===== src/rtl/vqueue_reader.sv =====
// Pops header + argument words from the command queue and presents whole commands on a valid/ready port.
// Latency: cmd_valid rises 2+2N cycles after the header pop; while cmd_ready is low the command is held and no pops occur.
module vqueue_reader #(
    parameter int MAX_ARGS   = 4,
    parameter int DATA_WIDTH = 32
) (
    input  logic                     clk,
    input  logic                     reset_n,
    input  logic                     q_empty,
    input  logic [DATA_WIDTH-1:0]    q_data,
    output logic                     q_rd_en,
    output logic                     cmd_valid,
    input  logic                     cmd_ready,
    output logic [7:0]               cmd_opcode,
    output logic [3:0]               cmd_argc,
    output logic [32*MAX_ARGS-1:0]   cmd_args,
    output logic                     err,
    input  logic                     err_clr,
    output logic                     busy
);

    typedef enum logic [2:0] {
        IDLE,
        HDR_WAIT,
        ARG_POP,
        ARG_WAIT,
        OUT
    } state_t;

    state_t     state;
    logic [3:0] idx;
    logic [3:0] hdr_argc;
    logic       hdr_bad;

    assign hdr_argc = q_data[3:0];
    assign hdr_bad  = hdr_argc > 4'(MAX_ARGS);

    // Gated by reset_n so no word is popped while the reader is held in reset.
    assign q_rd_en = reset_n && !q_empty && (state == IDLE || state == ARG_POP);
    assign busy    = (state != IDLE);

    always_ff @(posedge clk or negedge reset_n) begin
        if (!reset_n) begin
            state      <= IDLE;
            cmd_valid  <= 1'b0;
            cmd_opcode <= '0;
            cmd_argc   <= '0;
            cmd_args   <= '0;
            idx        <= '0;
            err        <= 1'b0;
        end else begin
            // A new oversize header in the same cycle as err_clr keeps err set.
            err <= (err && !err_clr) || (state == HDR_WAIT && hdr_bad);

            case (state)
                IDLE: begin
                    if (!q_empty) state <= HDR_WAIT;
                end
                HDR_WAIT: begin
                    cmd_opcode <= q_data[31:24];
                    cmd_argc   <= hdr_argc;
                    cmd_args   <= '0;
                    idx        <= '0;
                    if (hdr_bad) begin
                        state <= IDLE;
                    end else if (hdr_argc == 4'd0) begin
                        state     <= OUT;
                        cmd_valid <= 1'b1;
                    end else begin
                        state <= ARG_POP;
                    end
                end
                ARG_POP: begin
                    if (!q_empty) state <= ARG_WAIT;
                end
                ARG_WAIT: begin
                    for (int k = 0; k < MAX_ARGS; k++) begin
                        if (idx == 4'(k)) cmd_args[32*k +: 32] <= q_data[31:0];
                    end
                    if (idx == cmd_argc - 4'd1) begin
                        state     <= OUT;
                        cmd_valid <= 1'b1;
                    end else begin
                        idx   <= idx + 4'd1;
                        state <= ARG_POP;
                    end
                end
                OUT: begin
                    if (cmd_ready) begin
                        state     <= IDLE;
                        cmd_valid <= 1'b0;
                    end
                end
                default: state <= IDLE;
            endcase
        end
    end

endmodule


===== config.mk =====
export PLATFORM = sky130hd
export DESIGN_NAME = vqueue_reader
export DESIGN_NICKNAME = d
export VERILOG_FILES = /design/src/rtl/vqueue_reader.sv
export SDC_FILE = /design/constraint.sdc
export NUM_CORES = 1
export LEC_CHECK = 0
export ABC_CLOCK_PERIOD_IN_PS = 3600
export BUFFER_PORTS_ARGS = -buffer_cell sky130_fd_sc_hd__buf_2
export CAP_MARGIN = 20
export CORE_ASPECT_RATIO = 0.75
export CORE_UTILIZATION = 23
export DETAILED_ROUTE_END_ITERATION = 7
export GPL_TIMING_DRIVEN = 0
export HOLD_SLACK_MARGIN = 0.1
export SLEW_MARGIN = 30
export SYNTH_ARGS = -nofsm -noshare
export SYNTH_HDL_FRONTEND = slang
export SYNTH_SLANG_ARGS = --single-unit

===== constraint.sdc =====
create_clock -name clk -period 3.6 [get_ports clk]
set_input_delay 0.18 -clock clk [delete_from_list [all_inputs] [get_ports clk]]
set_output_delay 0.18 -clock clk [all_outputs]
set_load 0.02 [all_outputs]

After elaboration in Yosys (flattened, before gate mapping)
Index checks and enable logic that the tools add are counted.
- word-level logic and storage cells: 72
- input port bits: 37
- output and inout port bits: 144
- bits in registers: 149
- reductions and logical operators: 21
- muxes and demuxes: 19
- add/subtract/negate cells: 2
- eq/ne operators: 19
- order comparisons: 1
- operators with widths (kind ; count):
    $pmux W128 S2 ; 1
    $mux W32 ; 4
    $ne A2 B2 Y1 const B ; 10
    $mux W3 ; 6
    $pmux W3 S5 ; 1
    $reduce_and A2 Y1 ; 5
    $eq A4 B2 Y1 const B ; 2
    $logic_not A4 Y1 ; 2
    $pmux W4 S2 ; 1
    $eq A3 B2 Y1 const B ; 2
    $reduce_bool A3 Y1 ; 2
    $reduce_and A5 Y1 ; 1
    $add A4 B1 Y4 const B ; 1
    $eq A4 B1 Y1 const B ; 1
    $eq A4 B4 Y1 ; 1
    $gt A4 B3 Y1 const B ; 1
    $logic_and A1 B1 Y1 ; 4
    $mux W1 ; 4
    $mux W4 ; 1
    $sub A4 B1 Y4 const B ; 1
    $eq A3 B1 Y1 const B ; 1
    $eq A3 B3 Y1 const B ; 1
    $logic_not A3 Y1 ; 1
    $pmux W1 S3 ; 1
    other kinds (5) ; 7

Logic depth before layout (Yosys ltp)
Gate-level depths: netlist (run 1).
- word-level depth: 4
- mapped depth: 8
- gate-level depth less buffers: 6

Least setup slack after synthesis (run 1)
No wires, ideal clock.
- path type: flip-flop to flip-flop
- from: reg cmd_argc[0]
- to: reg idx[1]
- period minus slack after synthesis: 1846 ps
- buffers on the path: 0
- path slack: 1754 ps
- data arrival time: 1725 ps
- stages on the path, launching flop included: 7
- required time: 3479 ps
- library setup time: 121 ps
- cell sequence: dfrtp_1 > inv_1 > ha_1 > xnor2_1 > nor4_4 > nor2_1 > a22o_1
- longest elaborated chain between the ends: 4
- RTL lines (element ; line ; RTL):
    start: declaration ; 15 ; output logic [3:0] cmd_argc,
    start signal: assignment ; 61 ; cmd_argc <= hdr_argc;
    $sub A4 B1 Y4 ; 80 ; if (idx == cmd_argc - 4'd1) begin
    $eq A4 B4 Y1 ; 80 ;
    $ne A2 B2 Y1 (no source line) ; n/a ;
    $reduce_and A2 Y1 (no source line) ; n/a ;
    end signal: assignment ; 84 ; idx <= idx + 4'd1;
    end: declaration ; 31 ; logic [3:0] idx;
No other way between the ends.
A chain may end at the register's enable or synchronous reset.

Worst setup path after layout (run 1)
- from: reg state[2]
- to: reg cmd_opcode[1]
- longest elaborated chain between the ends: 1
- RTL lines (element ; line ; RTL):
    start: declaration ; 30 ; state_t state;
    start signal: assignment ; 44 ; state <= IDLE;
    start signal: assignment ; 57 ; if (!q_empty) state <= HDR_WAIT;
    start signal: assignment ; 65 ; state <= IDLE;
    $eq A3 B1 Y1 ; 55 ; case (state)
    end signal: assignment ; 60 ; cmd_opcode <= q_data[31:24];
    end: declaration ; 14 ; output logic [7:0] cmd_opcode,
No other way between the ends.

==> impl_results.md, run 1 <==
* Outcome: completed
* P_leak at 0.00393 uW
* CP endpoint kind: flip-flop
* Total CTS buffers at 17
* Routed len/inst at 16.7 um
* Final HPWL DP at 13200 um
* CP arrival at 2.40 ns
* Crit path cell chain: nand2b_1 > buf_2 > nor2_1 > buf_4 > mux2_2
* Grt total ovfl at 0
* Post-synth top cells: nand2_1 (171), dfrtp_1 (149), o21ai_0 (132), clkbuf_1 (22), mux2_2 (10)
* Mapped cell area at 5680 um2
* Post-synth top flop: dfrtp_1
* Fin Hold WS at 0.108 ns
* Nets@finish at 826
* Final setup skew at 0.0146 ns
* Root buf cell: clkbuf_16
* Clock sink total at 149
* EDFF count, synth at 0
* Die Height at 138 um
* Setup_tns at 0 ns
* Critical Path RT at 3.90 ns
* Synth-to-Final Area Change at 39.4%
* Peak VDD IR at 375 uV
* Fin cells at 1128
* Unrepaired setup endpoints after global routing: false
* Worst setup SP type: flip-flop
* Post-CTS setup buffer count at 0
* Syn nets at 596
* Seq cells post-synth at 149
* Share of the synthesized area in the top cell type at 65.6%
* # IOs at 181
* Measured slew at the worst slew-check pin at 0.680 ns
* Critical Path Max Stage Delay at 0.53 ns
* Largest net degree at the start of global routing at 80
* Horiz. Die Dim at 184 um
* Total Wirelength at 18800 um
* Vias in the first global route at 5007
* # diodes at 0
* Wire length of the first global-routing pass at 29200 um
* Initial drt markers at 210
* Most common cell in the netlist: nand2_1
* Slew Viols, Final at 0
* Antenna violations before repair at 0
* Tot GR Track Use at 15.4%
* PortBufs at 180
* Rel. slew slack at 54.6%
* CTS HTree Levels at 4
* # rows at 49
* Max-Cap Viols at 0
* Post-route minimum period at 2.10 ns
* CTS tree: built
* Filler cell count at 2524
* Synth Area per Inst at 10.3 um2
* CORE AREA at 24100 um2
* Crit-path max FO at 10
* Drt first pass iters at 4
* Vias per Instance at 4.31
* Top cells by area, synth: dfrtp_1 (66%), o21ai_0 (12%), nand2_1 (11%)
* Synth area leader: dfrtp_1
* Reg area at 3730 um2
* Drc violations at 0
* CP Class: flip-flop to flip-flop
* Clk_lat worst skew at 0.43 ns
* Final Hold Fails at 0
* Share of layout cells above drive strength 1 at 29.1%
* HP Class: input pin to flip-flop
* Synth cell types at 28
* Post-synthesis sequential area ratio at 65.6%
* Clock-pin slew on the worst setup and hold paths at 0.07 ns
* Final Total Pwr at 7060 uW
* Fmax achieved at 476 MHz
* Fraction of registers with async set/reset at 100%
* Starting Density at 23.6%
* Die area at 25400 um2
* Antenna violation net count after detailed routing at 0
* Final Setup Violations at 0
* Synth Instances at 554
* RePlAce Congestion at 0.762
* Power Density at 891 nW/um2
* Area of the multi-input gates at 1790 um2
* Via count at 4862
* CTS max path bufs at 2
* Final period util at 58.3%
* CP max stage cell: nor2_1
* Placed insts at 1066
* Synth Warn # at 0
flip-flops by register name (all words and copies together) (netlist names):
register	cells
cmd_argc	4
cmd_args	128
cmd_opcode	8
cmd_valid	1
err	1
idx	4
state	3
routing by layer:
metal | routed length (um) | up-vias | share of wire, % | global-route usage, %
li1 | - | 2303 | - | -
met1 | 9160 | 2380 | 49 | 21.5
met2 | 8130 | 164 | 43 | 22.9
met3 | 1350 | 15 | 7.2 | 4.95
met4 | 199 | 0 | 1.1 | 4.08
met5 | 0 | - | 0 | 0
path summary, 6_finish.rpt:
check                              from             to  slack (ns)  depth (start not counted)
setup / recovery               state[2]  cmd_opcode[1]        1.50                          5
hold / removal               q_data[17]  cmd_args[113]        0.11                          3
setup reg to reg               state[2]  cmd_opcode[1]        1.50                          5
hold reg to reg            cmd_args[20]   cmd_args[20]        0.47                          2
max in group asynchronous       reset_n   cmd_args[55]        2.49                          3
min in group asynchronous       reset_n  cmd_args[102]        0.30                          2
worst max-delay path, delay by kind of cell (launching register included):
family | cells | cell delay, ns
AND/OR/NAND/NOR | 2 | 0.69
multiplexers | 1 | 0.35
flip-flops | 1 | 0.45
buffers and inverters | 2 | 0.49
report_power, final:
group          leakage, uW  total (uW)  switching (uW)  internal, uW
sequential         0.00201        2600             359          2240
clock             0.000279        1790             734          1060
combinational      0.00165        2670            1850           820
cell type report:
cell class                 instances  share of cell area, %
tap                              331                   5.23
buffer                            35                   1.83
sequential                       149                   47.0
timing repair buffer             211                   15.6
multi-input combinational        364                   22.6
inverter                           6                  0.284
clock inverter                    11                   1.61
clock buffer                      21                   5.81
what timing repair did:
item	4_1_cts	5_1_grt
hold buffers	30	0
endpoints found under the hold margin	136	0
resized for setup	0	0
cells by family after synthesis:
| kind of cell | count (synthesis) | share of synthesized area (%) |
|---|---|---|
| adders and majority gates | 5 | 1.10 |
| xor gates and xnor gates | 6 | 0.924 |
| buffers and inverters | 41 | 2.95 |
| AOI/OAI and AO/OA | 146 | 13.5 |
| and+or+nand+nor | 197 | 13.9 |
| muxes | 10 | 1.98 |
| DFF | 149 | 65.6 |
layout by cell type, fill, tap and decap left out, types with 7 or more instances in the layout:
| master | n |
|---|---|
| buf_2 | 187 |
| clkbuf_1 | 24 |
| clkbuf_16 | 17 |
| dfrtp_1 | 149 |
| dlygate4sd3_1 | 30 |
| mux2_2 | 10 |
| nand2_1 | 171 |
| nor2_1 | 7 |
| o21ai_0 | 132 |
stage by stage:
step	utilization, %	worst slack, ns	cell area (um2)
final	32.9	1.50	7930
after global routing	32.9	1.30	7930
after floorplan	-	1.75	5680
after CTS	32.9	1.45	7930
after detailed placement	29.2	1.46	7040
after global placement	29.0	0.0412	7000
Power figures use the tool's default switching activity.
==> run 2, diff against run 1 <==
--- a/config.mk
+++ b/config.mk
@@ -5,7 +5,7 @@
 export SDC_FILE = /design/constraint.sdc
 export NUM_CORES = 1
 export LEC_CHECK = 0
-export ABC_CLOCK_PERIOD_IN_PS = 3600
+export ABC_CLOCK_PERIOD_IN_PS = 2000
 export BUFFER_PORTS_ARGS = -buffer_cell sky130_fd_sc_hd__buf_2
 export CAP_MARGIN = 20
 export CORE_ASPECT_RATIO = 0.75
==> constraint.sdc (replaced) <==
create_clock -name clk -period 2 [get_ports clk]
set_input_delay 0.1 -clock clk [delete_from_list [all_inputs] [get_ports clk]]
set_output_delay 0.1 -clock clk [all_outputs]
set_load 0.02 [all_outputs]
==> run 2 against run 1 <==
Net effect: register-to-register slack worse by 1.4 ns; sequential power up 80%; worst setup slack worse by 1.4 ns; global-route usage up 0.080 points; maximum frequency up 12%; critical endpoint unchanged.
==> impl_results.md, run 2 (synthesis gave the netlist of run 1 again) <==
* Outcome: completed
* Commonest cells after routing, fill and taps aside: buf_2 (191), nand2_1 (171), dfrtp_1 (149), o21ai_0 (132), dlygate4sd3_1 (36)
* CTS HTree Levels at 4
* CP endpoint kind: flip-flop
* Largest registers: cmd_args: 128 flops, cmd_opcode: 8 flops
* Root buf cell: clkbuf_16
* R2R depth at 5
* Unrepaired setup endpoints after global routing: false
* Die area at 25400 um2
* Drt first pass iters at 4
* Nets@finish at 831
* # diodes at 0
* Largest net degree at the start of global routing at 80
* Final period util at 93.9%
* Via count at 4873
* # rows at 49
* Slew Viols, Final at 0
* Met2 usage at 23.2%
* CP Class: flip-flop to flip-flop
* Drc violations at 0
* Total CTS buffers at 17
* R2r setup slk at 0.12 ns
* Pint at 7470 uW
* CP arrival at 2.18 ns
* Max-Cap Viols at 0
* Post-CTS setup buffer count at 0
* Crit Reg-Reg Endpoint: cmd_opcode[1]
* Total Wirelength at 19000 um
* Clock-pin slew on the worst setup and hold paths at 0.06 ns
* Worst reg2reg path startpoint: state[2]
* Routed len/inst at 16.7 um
* PortBufs at 180
* Power Density at 1590 nW/um2
* Most common cell after layout, fill and taps aside: buf_2
* M1 GR Usage at 21.5%
* Rel. slew slack at 60.7%
* RePlAce Congestion at 0.762
* Final HPWL DP at 13200 um
* Vias per Instance at 4.30
* Clk_lat worst skew at 0.43 ns
* Die Height at 138 um
* Clock sink total at 149
* Layer with the highest usage: met2
* Flop pwr share at 36.6%
* Vias in the first global route at 5038
* Worst setup SP type: flip-flop
* Most flops, register: cmd_args
* Final setup skew at 0.0140 ns
* Crit-path max FO at 10
* # IOs at 181
* Starting Density at 23.6%
* Peak VDD IR at 679 uV
* Post-route minimum period at 1.88 ns
* Horiz. Die Dim at 184 um
* CORE AREA at 24100 um2
* Max FFs per register at 128
* CTS max path bufs at 2
* CTS tree: built
* Grt total ovfl at 0
* Share of layout cells above drive strength 1 at 32.2%
* Final Hold Fails at 0
* HP Class: input pin to async pin
* Final Setup Violations at 0
* Wire length of the first global-routing pass at 29300 um
* Measured slew at the worst slew-check pin at 0.590 ns
* Tot GR Track Use at 15.5%
* Gate power share at 38.0%
* Synth-to-Final Area Change at 41.1%
* Antenna violations before repair at 0
* Met3 Usage GRT at 4.95%
* Switching Fraction at 41.5%
* Antenna violation net count after detailed routing at 0
* Fmax achieved at 532 MHz
* Critical Path RT at 2.30 ns
* Initial drt markers at 196
* Final Util at 33.3%
* Fin Hold WS at 0.218 ns
* Net load switching power at 5300 uW
* P_leak at 0.00402 uW
* Clock share of power at 25.3%
## run 2: changes by cell type in the layout (fill, tap and decap cells not counted), sizes merged
cell	change
clkbuf	-1
dlygate4sd3	+6
## run 2: power by group through the flow
stage / combinational (uW) / clock, uW / sequential (uW)
final: 4860 / 3240 / 4680
after CTS: 4920 / 3340 / 4680
after global placement: 4770 / 0 / 4690
after detailed placement: 4840 / 0 / 4720
after floorplan: 1670 / 0 / 5860
after global routing: 5370 / 3450 / 4820
## run 2: metrics by stage
stage	worst slack, ns	total power [uW]	cells	area (um2)	TNS [ns]
detailed placement	-0.137	9570	1066	7040	-4.62
global route	0.00226	13600	1133	8020	0
global placement	-1.48	9460	1065	7000	-221.72
CTS	0.0114	12900	1133	8000	0
floorplan	0.154	7530	554	5680	0
finish	0.121	12800	1133	8020	0
## run 2: how the worst max path moves through the flow
stage / startpoint / to / slack, ns / cells past startpoint
floorplan: cmd_argc[0] / idx[1] / 0.15 / 6
detailed placement: state[2] / cmd_args[103] / -0.14 / 6
finish: state[2] / cmd_opcode[1] / 0.12 / 5
global placement: reset_n / cmd_opcode[0] / -1.48 / 1
CTS: state[0] / cmd_args[25] / 0.01 / 5
global route: idx[2] / cmd_args[41] / 0.002 / 7
## run 2: critical path: stages, from the launching register on
cell	delay [ns]
dfrtp_1	0.44
nand2b_1	0.16
buf_2	0.19
nor2_2	0.35
buf_4	0.27
mux2_2	0.35
## run 2: routing by layer
| layer | up-vias | part of all wire (%) |
|---|---|---|
| li1 | 2315 | - |
| met1 | 2395 | 49 |
| met2 | 148 | 43 |
| met3 | 15 | 6.8 |
| met4 | 0 | 1.1 |
| met5 | - | 0 |
## run 2: final cells by class
cell class	instances	area [um2]
well taps	331	414
multi-input cells	364	1790
clock inverters	11	128
inverters	6	22.5
plain buffers	34	174
flip-flops and latches	149	3730
fillers	2506	16100
clock buffers	21	460
repair buffers	217	1300
## run 2: timing repair
item | 4_1_cts | 5_1_grt
endpoints found under the setup margin | 103 | 119
pin swaps | 0 | 1
resized for setup | 14 | 25
hold buffers | 36 | 0
hold endpoints to repair | 198 | 0
==> run 3, diff against run 2 <==
--- a/config.mk
+++ b/config.mk
@@ -13,6 +13,7 @@
 export DETAILED_ROUTE_END_ITERATION = 7
 export GPL_TIMING_DRIVEN = 0
 export HOLD_SLACK_MARGIN = 0.1
+export MAX_ROUTING_LAYER = met4
 export SLEW_MARGIN = 30
 export SYNTH_ARGS = -nofsm -noshare
 export SYNTH_HDL_FRONTEND = slang
==> run 3 against run 2 <==
Net effect: global-route usage up 0.49 points; worst setup slack worse by 0.0065 ns; non-clock buffer count unchanged; die area unchanged; utilization unchanged; maximum frequency down 0.35%; count of clock-buffer cells in the layout unchanged; register-to-register slack about the same; first-iteration DRC count up 9.2%; largest power group unchanged; highest routed layer unchanged.
==> impl_results.md, run 3 (synthesis gave the netlist of run 1 again) <==
* Total CTS buffers at 17
* Initial drt markers at 214
* Tot GR Track Use at 16.0%
* Total Wirelength at 19000 um
* Drt first pass iters at 4
* Critical Path Max Stage Delay at 0.45 ns
* Synth-to-Final Area Change at 41.1%
* CORE AREA at 24100 um2
* HP Class: input pin to async pin
* Commonest cells after routing, fill and taps aside: buf_2 (191), nand2_1 (171), dfrtp_1 (149), o21ai_0 (132), dlygate4sd3_1 (36)
* Clock sink total at 149
* Wire length of the first global-routing pass at 29300 um
* Clock-pin slew on the worst setup and hold paths at 0.06 ns
* Post-route minimum period at 1.89 ns
* Crit Reg-Reg Endpoint: cmd_opcode[1]
* Worst reg2reg path startpoint: state[2]
* Fin cells at 1133
* CP max stage cell: dfrtp_1
* Power Density at 1590 nW/um2
* R2r setup slk at 0.11 ns
* Final Total Pwr at 12800 uW
* Post-CTS setup buffer count at 0
* Final HPWL DP at 13200 um
* Routed len/inst at 16.7 um
* Vias in the first global route at 5031
* Slew Viols, Final at 0
* Largest registers: cmd_args: 128 flops, cmd_opcode: 8 flops
* # rows at 49
* Max FFs per register at 128
* RePlAce Congestion at 0.772
* CTS max path bufs at 2
* Grt total ovfl at 0
* Final Setup Violations at 0
* Most common cell after layout, fill and taps aside: buf_2
* Placed insts at 1066
* Fmax achieved at 530 MHz
* Final Hold Fails at 0
* Most flops, register: cmd_args
* CP endpoint kind: flip-flop
* Starting Density at 23.6%
* Largest net degree at the start of global routing at 80
* Antenna violations before repair at 0
* Nets@finish at 831
* P_leak at 0.00402 uW
* CTS HTree Levels at 4
* Crit path cell chain: nand2b_1 > buf_2 > nor2_2 > buf_4 > mux2_2
* Root buf cell: clkbuf_16
* PortBufs at 180
* R2R depth at 5
* Critical Path RT at 2.30 ns
* Vias per Instance at 4.29
* Final setup skew at 0.0130 ns
* CP arrival at 2.19 ns
* Crit-path max FO at 10
* Max-Cap Viols at 0
* # diodes at 0
* Via count at 4864
* Final period util at 94.3%
* Rel. slew slack at 61.0%
* # IOs at 181
* Unrepaired setup endpoints after global routing: false
* Antenna violation net count after detailed routing at 0
* Worst setup SP type: flip-flop
* Measured slew at the worst slew-check pin at 0.585 ns
* Outcome: completed
* CTS tree: built
* Die area at 25400 um2
* CP Class: flip-flop to flip-flop
* Horiz. Die Dim at 184 um
* Die Height at 138 um
* Clk_lat worst skew at 0.43 ns
* Peak VDD IR at 680 uV
* Share of layout cells above drive strength 1 at 32.2%
* Drc violations at 0
[run 3: routing by layer]
layer / GRT usage [%] / wire length (um) / up-vias
li1: - / - / 2316
met5: - / 0 / -
met3: 4.53 / 1320 / 15
met1: 21.8 / 9210 / 2372
met2: 23.2 / 8230 / 161
met4: 4.30 / 200 / 0
[run 3: repair_timing]
| action | CTS | global route |
|---|---|---|
| endpoints found under the setup margin | 103 | 119 |
| resized for setup | 14 | 25 |
| hold endpoints to repair | 198 | 0 |
| pin swaps | 0 | 1 |
| hold buffers | 36 | 0 |
[run 3: how the worst max path moves through the flow]
| stage | depth (start not counted) | from | slack [ns] | to |
|---|---|---|---|---|
| 2_1_floorplan | 6 | cmd_argc[0] | 0.15 | idx[1] |
| 3_3_place_gp | 1 | reset_n | -1.48 | cmd_opcode[0] |
| 3_5_place_dp | 6 | state[2] | -0.14 | cmd_args[103] |
| 4_1_cts | 5 | state[0] | 0.01 | cmd_args[25] |
| 5_1_grt | 7 | idx[2] | 0.002 | cmd_args[41] |
| 6_report | 5 | state[2] | 0.11 | cmd_opcode[1] |
[run 3: stage by stage]
step	area, um2	TNS [ns]	hold slack (ns)	setup slack [ns]	util [%]
after floorplan	5680	0	-0.196	0.154	-
after global placement	7000	-221.72	0.270	-1.48	29.0
after detailed placement	7040	-4.62	0.102	-0.137	29.2
after CTS	8000	0	0.246	0.0114	33.2
after global routing	8020	0	0.262	0.00226	33.3
final	8020	0	0.225	0.115	33.3
[run 3: power by group]
part	switching [uW]	internal, uW	total (uW)
Clock	1320	1910	3230
Combinational	3330	1530	4860
Sequential	649	4030	4680
[run 3: layout make-up]
cell class	instances	area [um2]
fillers	2506	16100
flip-flops and latches	149	3730
multi-input cells	364	1790
repair buffers	217	1300
clock buffers	21	460
well taps	331	414
plain buffers	34	174
clock inverters	11	128
inverters	6	22.5
[run 3: worst max-delay path: cells and delay by family (launching register included)]
kind / cells / cell delay (ns)
buffers and inverters: 2 / 0.46
and+or+nand+nor: 2 / 0.51
muxes: 1 / 0.35
DFF: 1 / 0.45
